`src/rtl/alu_seq_pkg.sv`:
```
// Shared types for the lane ALU vector sequencer: FSM state encoding,
// ALU outputControl encodings and the bundled ALU control word.
package alu_seq_pkg;

    typedef enum logic [2:0] {
        S_IDLE,
        S_RD,
        S_EX,
        S_WB,
        S_DONE
    } seq_state_e;

    localparam logic [2:0] ALU_OP_ADDSUB  = 3'b000;
    localparam logic [2:0] ALU_OP_FPADD   = 3'b001;
    localparam logic [2:0] ALU_OP_MUL     = 3'b010;
    localparam logic [2:0] ALU_OP_FPMUL   = 3'b011;
    localparam logic [2:0] ALU_OP_BITWISE = 3'b100;

    typedef struct packed {
        logic [2:0] out_ctrl;
        logic       addsub;
        logic       mux;
        logic [1:0] bitwise;
        logic [1:0] comp;
    } alu_ctrl_t;

endpackage

```
`src/rtl/alu_seq_idx_counter.sv`:
```
// Element index counter for the vector sequencer: synchronous clear,
// increment, and a flag for the last element of the current vector.
module alu_seq_idx_counter #(
    parameter int MAX_VLEN = 32,
    parameter int IDX_W    = $clog2(MAX_VLEN)
) (
    input  logic             clk,
    input  logic             rst_n,
    input  logic             clr,
    input  logic             inc,
    input  logic [IDX_W:0]   vlen,
    output logic [IDX_W-1:0] idx,
    output logic             last
);

    logic [IDX_W-1:0] idx_q;

    always_ff @(posedge clk or negedge rst_n) begin
        if (!rst_n) begin
            idx_q <= '0;
        end else if (clr) begin
            idx_q <= '0;
        end else if (inc) begin
            idx_q <= idx_q + IDX_W'(1);
        end
    end

    // Only meaningful while vlen >= 1, which holds whenever an element is in flight.
    assign last = ({1'b0, idx_q} == (vlen - (IDX_W + 1)'(1)));
    assign idx  = idx_q;

endmodule

```
`src/rtl/alu_vector_sequencer.sv`:
```
// Steps one lane's ALU/register-file pair through the elements of a vector
// instruction (RD -> EX -> WB per element). Optional macro: ALU_SEQ_MASK_EN.
module alu_vector_sequencer
    import alu_seq_pkg::*;
#(
    parameter int WIDTH    = 32,
    parameter int MAX_VLEN = 32
) (
    input  logic                          clk,
    input  logic                          rst_n,
    input  logic                          instr_valid,
    output logic                          instr_ready,
    input  logic [2:0]                    instr_out_ctrl,
    input  logic                          instr_sub,
    input  logic                          instr_use_c,
    input  logic [1:0]                    instr_bitwise,
    input  logic [1:0]                    instr_comp,
    input  logic                          instr_is_cmp,
`ifdef ALU_SEQ_MASK_EN
    input  logic [MAX_VLEN-1:0]           instr_mask,
`endif
    input  logic [$clog2(MAX_VLEN):0]     instr_vlen,
    output logic                          rf_rd_en,
    output logic [$clog2(MAX_VLEN)-1:0]   rf_rd_idx,
    output logic [2:0]                    alu_out_ctrl,
    output logic                          alu_addsub,
    output logic                          alu_mux,
    output logic [1:0]                    alu_bitwise,
    output logic [1:0]                    alu_comp,
    input  logic [WIDTH-1:0]              alu_result,
    input  logic                          alu_pred,
    output logic                          rf_wr_en,
    output logic [$clog2(MAX_VLEN)-1:0]   rf_wr_idx,
    output logic [WIDTH-1:0]              rf_wr_data,
    output logic                          pred_wr_en,
    output logic [$clog2(MAX_VLEN)-1:0]   pred_wr_idx,
    output logic                          pred_wr_bit,
    output logic                          busy,
    output logic                          done
);

    localparam int IDX_W = $clog2(MAX_VLEN);
    localparam logic [IDX_W:0] VLEN_MAX = (IDX_W + 1)'(MAX_VLEN);

    seq_state_e       state_q;
    alu_ctrl_t        ctrl_q;
    logic             is_cmp_q;
    logic [IDX_W:0]   vlen_q;
    logic [WIDTH-1:0] result_q;
    logic             pred_q;
    logic             ready_q;
    logic             busy_q;
    logic             done_q;
    logic             rd_en_q;
    logic             wr_en_q;
    logic             pwr_en_q;

    logic [IDX_W-1:0] idx;
    logic             last;
    logic             elem_en;
    logic [IDX_W:0]   vlen_clamped;

    assign vlen_clamped = (instr_vlen > VLEN_MAX) ? VLEN_MAX : instr_vlen;

    alu_seq_idx_counter #(
        .MAX_VLEN (MAX_VLEN),
        .IDX_W    (IDX_W)
    ) u_idx_counter (
        .clk   (clk),
        .rst_n (rst_n),
        .clr   (state_q == S_DONE),
        .inc   ((state_q == S_WB) && !last),
        .vlen  (vlen_q),
        .idx   (idx),
        .last  (last)
    );

`ifdef ALU_SEQ_MASK_EN
    logic [MAX_VLEN-1:0] mask_q;

    always_ff @(posedge clk or negedge rst_n) begin
        if (!rst_n) begin
            mask_q <= '0;
        end else if (state_q == S_IDLE && instr_valid) begin
            mask_q <= instr_mask;
        end
    end

    assign elem_en = mask_q[idx];
`else
    assign elem_en = 1'b1;
`endif

    // NOTE: every output strobe is a register updated on the transition into
    // its state, so the FSM block uses only non-blocking assignments.
    always_ff @(posedge clk or negedge rst_n) begin
        if (!rst_n) begin
            state_q  <= S_IDLE;
            ctrl_q   <= '0;
            is_cmp_q <= 1'b0;
            vlen_q   <= '0;
            result_q <= '0;
            pred_q   <= 1'b0;
            ready_q  <= 1'b1;
            busy_q   <= 1'b0;
            done_q   <= 1'b0;
            rd_en_q  <= 1'b0;
            wr_en_q  <= 1'b0;
            pwr_en_q <= 1'b0;
        end else begin
            case (state_q)
                S_IDLE: begin
                    if (instr_valid) begin
                        ctrl_q   <= '{out_ctrl: instr_out_ctrl, addsub: instr_sub,
                                      mux: instr_use_c, bitwise: instr_bitwise,
                                      comp: instr_comp};
                        is_cmp_q <= instr_is_cmp;
                        vlen_q   <= vlen_clamped;
                        ready_q  <= 1'b0;
                        busy_q   <= 1'b1;
                        if (vlen_clamped == '0) begin
                            state_q <= S_DONE;
                            done_q  <= 1'b1;
                        end else begin
                            state_q <= S_RD;
                            rd_en_q <= 1'b1;
                        end
                    end
                end
                S_RD: begin
                    rd_en_q <= 1'b0;
                    state_q <= S_EX;
                end
                S_EX: begin
                    // Read data arrived this cycle; capture the ALU output and arm the write.
                    result_q <= alu_result;
                    pred_q   <= alu_pred;
                    wr_en_q  <= !is_cmp_q && elem_en;
                    pwr_en_q <= is_cmp_q && elem_en;
                    state_q  <= S_WB;
                end
                S_WB: begin
                    wr_en_q  <= 1'b0;
                    pwr_en_q <= 1'b0;
                    if (last) begin
                        state_q <= S_DONE;
                        done_q  <= 1'b1;
                    end else begin
                        state_q <= S_RD;
                        rd_en_q <= 1'b1;
                    end
                end
                S_DONE: begin
                    done_q  <= 1'b0;
                    busy_q  <= 1'b0;
                    ready_q <= 1'b1;
                    ctrl_q  <= '0;
                    vlen_q  <= '0;
                    state_q <= S_IDLE;
                end
                default: begin
                    state_q <= S_IDLE;
                end
            endcase
        end
    end

    assign instr_ready  = ready_q;
    assign busy         = busy_q;
    assign done         = done_q;
    assign rf_rd_en     = rd_en_q;
    assign rf_rd_idx    = idx;
    assign alu_out_ctrl = ctrl_q.out_ctrl;
    assign alu_addsub   = ctrl_q.addsub;
    assign alu_mux      = ctrl_q.mux;
    assign alu_bitwise  = ctrl_q.bitwise;
    assign alu_comp     = ctrl_q.comp;
    assign rf_wr_en     = wr_en_q;
    assign rf_wr_idx    = idx;
    assign rf_wr_data   = result_q;
    assign pred_wr_en   = pwr_en_q;
    assign pred_wr_idx  = idx;
    assign pred_wr_bit  = pred_q;

endmodule

```
`config.mk`:
```
export PLATFORM = sky130hd
export DESIGN_NAME = alu_vector_sequencer
export DESIGN_NICKNAME = d
export VERILOG_FILES = /design/src/rtl/alu_seq_pkg.sv /design/src/rtl/alu_seq_idx_counter.sv /design/src/rtl/alu_vector_sequencer.sv
export SDC_FILE = /design/constraint.sdc
export NUM_CORES = 1
export LEC_CHECK = 0
export CORE_UTILIZATION = 67
export DETAILED_ROUTE_END_ITERATION = 12
export DONT_BUFFER_PORTS = 1
export PLACE_DENSITY = 0.92
export SYNTH_ARGS = -nofsm -noshare
export SYNTH_HDL_FRONTEND = slang
export SYNTH_SLANG_ARGS = --single-unit
```
`constraint.sdc`:
```
create_clock -name clk -period 5.6 [get_ports clk]
set_input_delay 0.84 -clock clk [delete_from_list [all_inputs] [get_ports clk]]
set_output_delay 0.84 -clock clk [all_outputs]
set_load 0.02 [all_outputs]
```
==> results of run 1 <==
## layout make-up
cell class              count  area, um2
repair buffers              2       15.0
flip-flops and latches     63       1580
clock inverters             4       52.6
multi-input cells         164       1190
clock buffers              12        155
well taps                  50       62.6
fillers                   268        996
inverters                  10       37.5
## critical path: stages, from the launching register on
cell and delay (ns):
dfrtp_1 0.88, nand3b_1 0.15, a21boi_1 0.31, o31a_1 0.32, a21oi_2 0.10, a221oi_1 0.29
## how the worst max path moves through the flow
| stage | cells after the start | end | slack, ns |
|---|---|---|---|
| global route | 5 | u_idx_counter.idx[1] | 3.33 |
| CTS | 5 | u_idx_counter.idx[1] | 3.47 |
| floorplan | 6 | u_idx_counter.idx[1] | 3.78 |
| global placement | 5 | u_idx_counter.idx[1] | 3.55 |
| detailed placement | 5 | u_idx_counter.idx[1] | 3.48 |
| finish | 5 | u_idx_counter.idx[1] | 3.44 |
## power groups by stage
stage | sequential (mW) | combinational (mW) | clock, mW
floorplan | 1.04 | 0.661 | 0
global placement | 1.14 | 0.634 | 0
detailed placement | 1.15 | 0.669 | 0
CTS | 1.15 | 0.669 | 0.409
global route | 1.19 | 0.730 | 0.433
finish | 1.15 | 0.665 | 0.399
## state kept, by name, indices dropped and copies added (netlist names), 2 cells and up
signal / flops
u_idx_counter.idx: 5
state_q: 3
alu_comp: 2
alu_out_ctrl: 3
alu_bitwise: 2
rf_wr_data: 32
vlen_q: 6
## per-layer routing
| metal | track usage | share of wire | up-vias |
|---|---|---|---|
| met2 | 0.388 | 0.48 | 93 |
| met3 | 0.0867 | 0.086 | 12 |
| met4 | 0.112 | 0.018 | 0 |
| met5 | 0 | 0 | - |
| met1 | 0.311 | 0.41 | 854 |
| li1 | - | - | 870 |
## per-stage QoR
step	area, um2	hold slack [ns]	util	setup WS (ns)
3_3_place_gp	2880	0.487	0.705	3.55
3_5_place_dp	2880	0.502	0.705	3.48
2_1_floorplan	2920	0.452	-	3.78
6_report	3090	0.196	0.756	3.44
4_1_cts	3090	0.181	0.756	3.47
5_1_grt	3090	0.178	0.756	3.33
## cell usage in the layout, fill, tap and decap left out, drive strengths merged
master,instances
dfrtp,62
nand2,37
mux2,34
o21ai,24
clkbuf,12
inv,11
nor2,9
a21oi,9
nand3b,6
nand4,5
xnor2,4
xor2,3
a211oi,3
or2,3
o31ai,3
a221oi,3
nand2b,2
nor4,2
o31a,2
nor3,2
a21o,2
ha,2
buf,2
clkinv,2
or2b,1
a21boi,1
or4,1
and4,1
and2b,1
nor3b,1
and3,1
o211ai,1
and2,1
bufinv,1
dfstp,1
## kinds of logic after synthesis
logic type | Yosys count | synth area share
AND/OR/NAND/NOR | 73 | 0.129
flip-flops | 63 | 0.540
AO/OA/AOI/OAI | 48 | 0.116
multiplexers | 34 | 0.131
buffers and inverters | 31 | 0.0543
XOR/XNOR | 7 | 0.0210
adder cells (fa/ha/maj) | 2 | 0.00856
==> metrics.txt, run 1 <==
Seq cells post-synth 63; Fmax 0.463 GHz; die area 4630 um2; placed insts 289; post-detailed-route count of antenna-violating nets 0; PwrDens 715 nW/um2; EDFF count, synth 0; Setup CP Type reg -> reg; Rows 23; initial antenna violation count 0; Post-Syn Instances 258; vias in the first global route 1,653; syn_nets 312; RSZ-0062 raised after global routing false; r2r startpoint u_idx_counter.idx[2]; Clock Sinks 63; Die Ht 68.1 um; share of the yosys chip area belonging to registers 0.540; Combinational Power Share 0.301; ys async rst share 1.00; final worst path period share 0.386; largest net degree at the start of global routing 64; required time of the critical path 5.83 ns; Unique masters post-synth 42; IO Pins 115; HP Class in -> async; drt drc 0; Setup crit start u_idx_counter.idx[2]; WL final 5270 um; number of H-tree levels 3; Reg2Reg Depth 5; First DRT Iteration DRCs 154; cell with the most instances after synthesis dfrtp_1; drt pass-1 iters 4; internal power 1.25 mW; P_leak 1.31 nW; ys flop type dfrtp_1; CTS Hold Buffers Added 0; Power Total 2.21 mW; Post-Syn Area 2920 um2; syn_area_per_cell 11.3 um2; worst reg-to-reg setup slack 3.44 ns; crit path capture type flip-flop; Area Overhead vs Synth 5.69%; via count 1,829; final hold violations 0; global-route wire length before repair 8090 um; Post-synth top cells 62 x dfrtp_1, 37 x nand2_1, 34 x mux2_2; VDD IR max 0.000455 V; root buf cell clkbuf_8; ANT cells 0; non-filler cells, final 305; # setup viols final 0; clock skew 0.00718 ns; core area 4090 um2; Layout Nets 304; post-cts gate resize count 0; HPWL after DPL 3820 um; Tot GR Track Use 0.249; clock buffer depth 2; Synth area leader dfrtp_1; Reg-to-Reg End u_idx_counter.idx[1]; Post-CTS Setup Bufs 0; Slew HR 0.449; status complete, no violations; Clk Latency, worst-skew pair 0.33 ns; CTS tree yes; GRT overflow 0; minimum clock period 2.16 ns; Synth area leaders dfrtp_1 53%, mux2_2 13%, nand2_1 4.7%, o21ai_0 3.8%, buf_4 2.6%; Warnings, synthesis 0; Setup crit start kind flip-flop; Psw 0.965 mW; starting density of the core 0.716; Final Max Tran Viols 0; Yosys top cell area share 0.531; CTS Buf Count 9; layout cells sized above 1 0.255; power share of the clock group 0.181; DR WL/cell 17.3 um; CP max FO 13; Worst-Margin Slew 0.827 ns; clock transition at the registers of the reported paths 0.07 ns; Seq pwr share 0.519; via-per-instance ratio 6.00; arrival time at the worst endpoint 2.39 ns; Max-Cap Viols 0; port bufs 0; final setup TNS 0 ns; net switching fraction of the power 0.436; width of the chip 68.1 um; GP Congestion 0.855
(Power assumes the default switching activity.)
==> run 2: changes to the inputs <==
- CORE_UTILIZATION: 67 -> 56
- PLACE_DENSITY: 0.92 -> 0.83
- clock period: 5.6 -> 1.8 ns (I/O delays scaled with it)
==> run 2 against run 1 <==
Net effect:
- hold slack lost 0.14 ns
- clock power grew to 3.3 times the previous value
- register-to-register slack got worse by 3.4 ns
- count of clock-buffer cells in the layout unchanged
- combinational power increased to 4.5 times the previous value
- critical path type unchanged
- power rose to 3.5 times the previous value
- flip-flop and latch count did not move
- critical endpoint is now u_idx_counter.idx[0]
==> metrics.txt, run 2 (synthesized netlist as in run 1, its figures left out) <==
required time of the critical path 2.04 ns (-3.79 ns); HP Class in -> reg; Max-Cap Viols 0 (unchanged); placed insts 325 (+12%); drt drc 0 (unchanged); final worst path period share 0.981 (+0.595); port bufs 0 (unchanged); VDD IR max 0.00108 V (+140%); vias in the first global route 1,913 (+16%); clock transition at the registers of the reported paths 0.07 ns (about the same); CTS Buf Count 9 (unchanged); IO Pins 115 (unchanged); Final Hold Slack 0.0518 ns (-0.144 ns); layout cells sized above 1 0.331 (+0.0760); Fillers 369 (+38%); post-route cell area 3390 um2 (+9.6%); HPWL after DPL 4200 um (+10%); Setup crit start kind flip-flop; ANT cells 0 (unchanged); crit path capture type flip-flop; minimum clock period 1.77 ns (-0.395 ns); # setup viols final 0 (unchanged); Slew HR 0.685 (+0.236); GRT overflow 0 (unchanged); final hold violations 0 (unchanged); Tot GR Track Use 0.225 (-0.0242); Fmax 0.566 GHz (+22%); P_leak 1.44 nW (+11%); status complete, no violations; initial antenna violation count 0 (unchanged); final setup TNS 0 ns (unchanged); Clock Sinks 63 (unchanged); GP Congestion 0.820 (-4.0%); DR WL/cell 17.5 um (+1.5%); CP max FO 4 (-9); Rows 25 (+8.7%); commonest non-fill, non-tap cell in the layout dfrtp_1; PwrDens 2260 nW/um2 (+220%); Worst-Margin Slew 0.469 ns (-0.358 ns); max FFs per register 32 (unchanged); post-detailed-route count of antenna-violating nets 0 (unchanged); Clk Latency, worst-skew pair 0.33 ns (about the same); root buf cell clkbuf_8; CTS tree yes; commonest cells after routing, fill and taps aside 62 x dfrtp_1, 37 x nand2_1, 34 x mux2_2; Setup CP Type reg -> reg; via count 1,976 (+8.0%); drt pass-1 iters 4 (unchanged); arrival time at the worst endpoint 2.00 ns (-0.39 ns); Area Overhead vs Synth 15.9%; via-per-instance ratio 5.73 (-4.5%); number of H-tree levels 3 (unchanged); die area 5510 um2 (+19%); Layout Nets 328 (+7.9%); starting density of the core 0.599 (-0.116); post-place instance area 3060 um2 (+6.2%); RSZ-0062 raised after global routing true; Die Ht 74.3 um (+9.1%); Power Total 7.66 mW (+250%); clock buffer depth 2 (unchanged); Final Max Tran Viols 0 (unchanged); non-filler cells, final 345 (+13%); global-route wire length before repair 8960 um (+11%); core area 4880 um2 (+19%); clock skew 0.00683 ns (-0.000350 ns); largest net degree at the start of global routing 64 (unchanged); WL final 6050 um (+15%); width of the chip 74.3 um (+9.1%); First DRT Iteration DRCs 82 (-47%)
-- run 2: worst max-delay path, cell delays in order, from the launching register on --
cell and delay [ns]:
dfrtp_1 0.51, xor2_2 0.27, o21ai_1 0.14, buf_4 0.16, o31ai_4 0.05, buf_4 0.18
o21ai_4 0.08, a221oi_2 0.29
-- run 2: metal layers --
metal / wire [um] / share of wire / vias to the layer above / track usage
li1: - / - / 917 / -
met1: 2350 / 0.39 / 973 / 0.260
met2: 3170 / 0.52 / 71 / 0.373
met3: 402 / 0.066 / 15 / 0.0881
met4: 133 / 0.022 / 0 / 0.0985
met5: 0 / 0 / - / 0
-- run 2: worst paths after layout --
check | start | endpoint | slack, ns | cells past startpoint
max in group asynchronous | rst_n | instr_ready | 1.02 | 2
worst min-delay path | instr_bitwise[1] | alu_bitwise[1] | 0.05 | 2
worst max register to register | vlen_q[4] | u_idx_counter.idx[0] | 0.03 | 7
worst max-delay path | vlen_q[4] | u_idx_counter.idx[0] | 0.03 | 7
min in group asynchronous | rst_n | alu_addsub | 0.45 | 2
worst min register to register | is_cmp_q | rf_wr_en | 0.49 | 1
-- run 2: report_power, final --
group | internal, mW | total, mW | switching (mW)
Combinational | 1.49 | 2.98 | 1.50
Sequential | 2.11 | 3.36 | 1.25
Clock | 0.811 | 1.32 | 0.507
-- run 2: cell type report --
cell class / count / area (um2) / area share
Clock buffer: 12 / 145 / 0.0428
Clock inverter: 3 / 67.6 / 0.0199
Inverter: 10 / 37.5 / 0.0111
Multi-Input combinational cell: 164 / 1240 / 0.367
Sequential cell: 63 / 1580 / 0.466
Tap cell: 67 / 83.8 / 0.0247
Timing Repair Buffer: 26 / 234 / 0.0691
-- run 2: metrics by stage --
stage / util / setup WS, ns
6_report: 0.694 / 0.0346
5_1_grt: 0.694 / -0.0670
4_1_cts: 0.680 / 0.0123
3_5_place_dp: 0.627 / 0.0250
3_3_place_gp: 0.627 / 0.0758
2_1_floorplan: - / 0.00238
-- run 2: what timing repair did --
| action | CTS | global route |
|---|---|---|
| endpoints found under the setup margin | 1 | 9 |
| pin swaps | 0 | 10 |
| buffers inserted | 0 | 3 |
| hold endpoints to repair | 63 | 0 |
| resized for setup | 1 | 10 |
| hold buffers | 2 | 0 |
==> run 3: changes to the inputs <==
==> constraint.sdc (replaced) <==
create_clock -name clk -period 1.8 [get_ports clk]
set_input_delay 0.54 -clock clk [delete_from_list [all_inputs] [get_ports clk]]
set_output_delay 0.54 -clock clk [all_outputs]
set_load 0.02 [all_outputs]
==> run 3 against run 2 <==
Net effect:
- the flow now finishes with violations (hold timing)
- first-iteration DRC count shrank 8.5%
- non-clock buffer count down 2
- utilization fell by 0.77 points
- die area did not move
- count of clock-buffer cells in the layout unchanged
- cell area fell by 1.1%
- sequential share of layout area up 0.52 points
- combinational power about the same
- critical path type unchanged
- critical endpoint unchanged
==> metrics.txt, run 3 (synthesized netlist as in run 1, its figures left out) <==
Setup crit start kind flip-flop; WL final 6000 um (-0.76%); Reg2Reg Depth 7 (unchanged); drt pass-1 iters 4 (unchanged); status finished with violations; layout cells sized above 1 0.330 (-0.00123); starting density of the core 0.599 (unchanged); post-route cell area 3350 um2 (-1.1%); post-place instance area 3060 um2 (unchanged); Fmax 0.568 GHz (+0.23%); final worst path period share 0.978 (-0.00227); IO Pins 115 (unchanged); initial antenna violation count 0 (unchanged); clock buffer depth 2 (unchanged); arrival time at the worst endpoint 2.00 ns (about the same); Clk Latency, worst-skew pair 0.33 ns (about the same); clock transition at the registers of the reported paths 0.07 ns (about the same); final core utilization 0.687 (-0.00769); DR WL/cell 17.5 um (-0.18%); crit path capture type flip-flop; Die Ht 74.3 um (unchanged); largest net degree at the start of global routing 64 (unchanged); failing checks hold timing; global-route wire length before repair 8910 um (-0.55%); GP Congestion 0.820 (unchanged); via-per-instance ratio 5.72 (-0.13%); CP max FO 4 (unchanged); Tot GR Track Use 0.223 (-0.00146); Layout Nets 326 (-0.61%); commonest cells after routing, fill and taps aside 62 x dfrtp_1, 37 x nand2_1, 34 x mux2_2; Setup CP Type reg -> reg; Final Max Tran Viols 0 (unchanged); GRT overflow 0 (unchanged); slowest CP cell dfrtp_1; Power Total 7.63 mW (-0.48%); PwrDens 2280 nW/um2 (+0.64%); width of the chip 74.3 um (unchanged); Slew HR 0.685 (about the same); die area 5510 um2 (unchanged); Clock Sinks 63 (unchanged); Final Hold Slack -0.103 ns (-0.155 ns); clock skew 0.00864 ns (+0.00181 ns); HP Class in -> async; vias in the first global route 1,885 (-1.5%); final hold violations 62 (+62); port bufs 0 (unchanged); final setup TNS 0 ns (unchanged); CTS Buf Count 9 (unchanged); required time of the critical path 2.04 ns (about the same); First DRT Iteration DRCs 75 (-8.5%); Worst-Margin Slew 0.469 ns (+0.0000948 ns); CP most frequent cell buf_4; number of H-tree levels 3 (unchanged); ANT cells 0 (unchanged); drt drc 0 (unchanged); Crit path depth 7 (unchanged); CTS tree yes; commonest non-fill, non-tap cell in the layout dfrtp_1; # setup viols final 0 (unchanged); Crit path max-delay family compound AO/OA/AOI/OAI gates; VDD IR max 0.00108 V (about the same); max FFs per register 32 (unchanged); P_leak 1.43 nW (-1.2%); Rows 25 (unchanged); Area Overhead vs Synth 14.6%; minimum clock period 1.76 ns (-0.00409 ns); CP max stage delay 0.52 ns (about the same); RSZ-0062 raised after global routing true; post-detailed-route count of antenna-violating nets 0 (unchanged); Max-Cap Viols 0 (unchanged); root buf cell clkbuf_8; via count 1,962 (-0.71%); core area 4880 um2 (unchanged); crit-path cells xor2_2 > o21ai_1 > buf_4 > o31ai_4 > buf_4 > o21ai_4 > a221oi_2; Buffers & Inverters on Critical Path 2 (unchanged); HPWL after DPL 4200 um (unchanged)
-- run 3: cell types whose count changed in the layout (fill, tap and decap cells not counted), sizes merged --
cell,previous run,this run
buf,25,24
dlygate4sd3,1,0
-- run 3: cell type report --
class / instances / area (um2)
clock buffers: 12 / 145
clock inverters: 3 / 67.6
fillers: 373 / 1530
inverters: 10 / 37.5
multi-input cells: 164 / 1240
flip-flops and latches: 63 / 1580
well taps: 67 / 83.8
repair buffers: 24 / 196
-- run 3: worst paths after layout --
check | startpoint | endpoint | slack (ns)
min in group clk | instr_bitwise[1] | alu_bitwise[1] | 0.32
worst min register to register | is_cmp_q | rf_wr_en | 0.49
worst min-delay path | rst_n | alu_addsub | -0.10
max in group asynchronous | rst_n | instr_ready | 1.70
worst max-delay path | vlen_q[4] | u_idx_counter.idx[0] | 0.04
worst max register to register | vlen_q[4] | u_idx_counter.idx[0] | 0.04
-- run 3: through the flow --
step                instances  hold WS [ns]  worst slack, ns
CTS                       340        -0.118           0.0123
floorplan                 258         0.244          0.00238
global placement          325         0.245           0.0758
global route              343        -0.127          -0.0670
detailed placement        325         0.245           0.0250
finish                    343        -0.103           0.0387
-- run 3: power breakdown --
group / switching (mW) / leakage (nW) / total [mW] / internal (mW)
registers: 1.25 / 0.759 / 3.36 / 2.11
logic: 1.47 / 0.566 / 2.95 / 1.48
clock network: 0.507 / 0.103 / 1.32 / 0.811
-- run 3: metal layers --
metal	global-route usage	up-vias	wire length, um
met4	0.0985	0	133
met1	0.261	962	2310
met3	0.0881	15	433
li1	-	912	-
met2	0.367	73	3130
met5	0	-	0
-- run 3: what timing repair did --
item	CTS	global route
buffers inserted	0	3
endpoints found under the setup margin	1	9
gates resized for setup	1	10
pin swaps	0	10
endpoints found under the hold margin	62	62
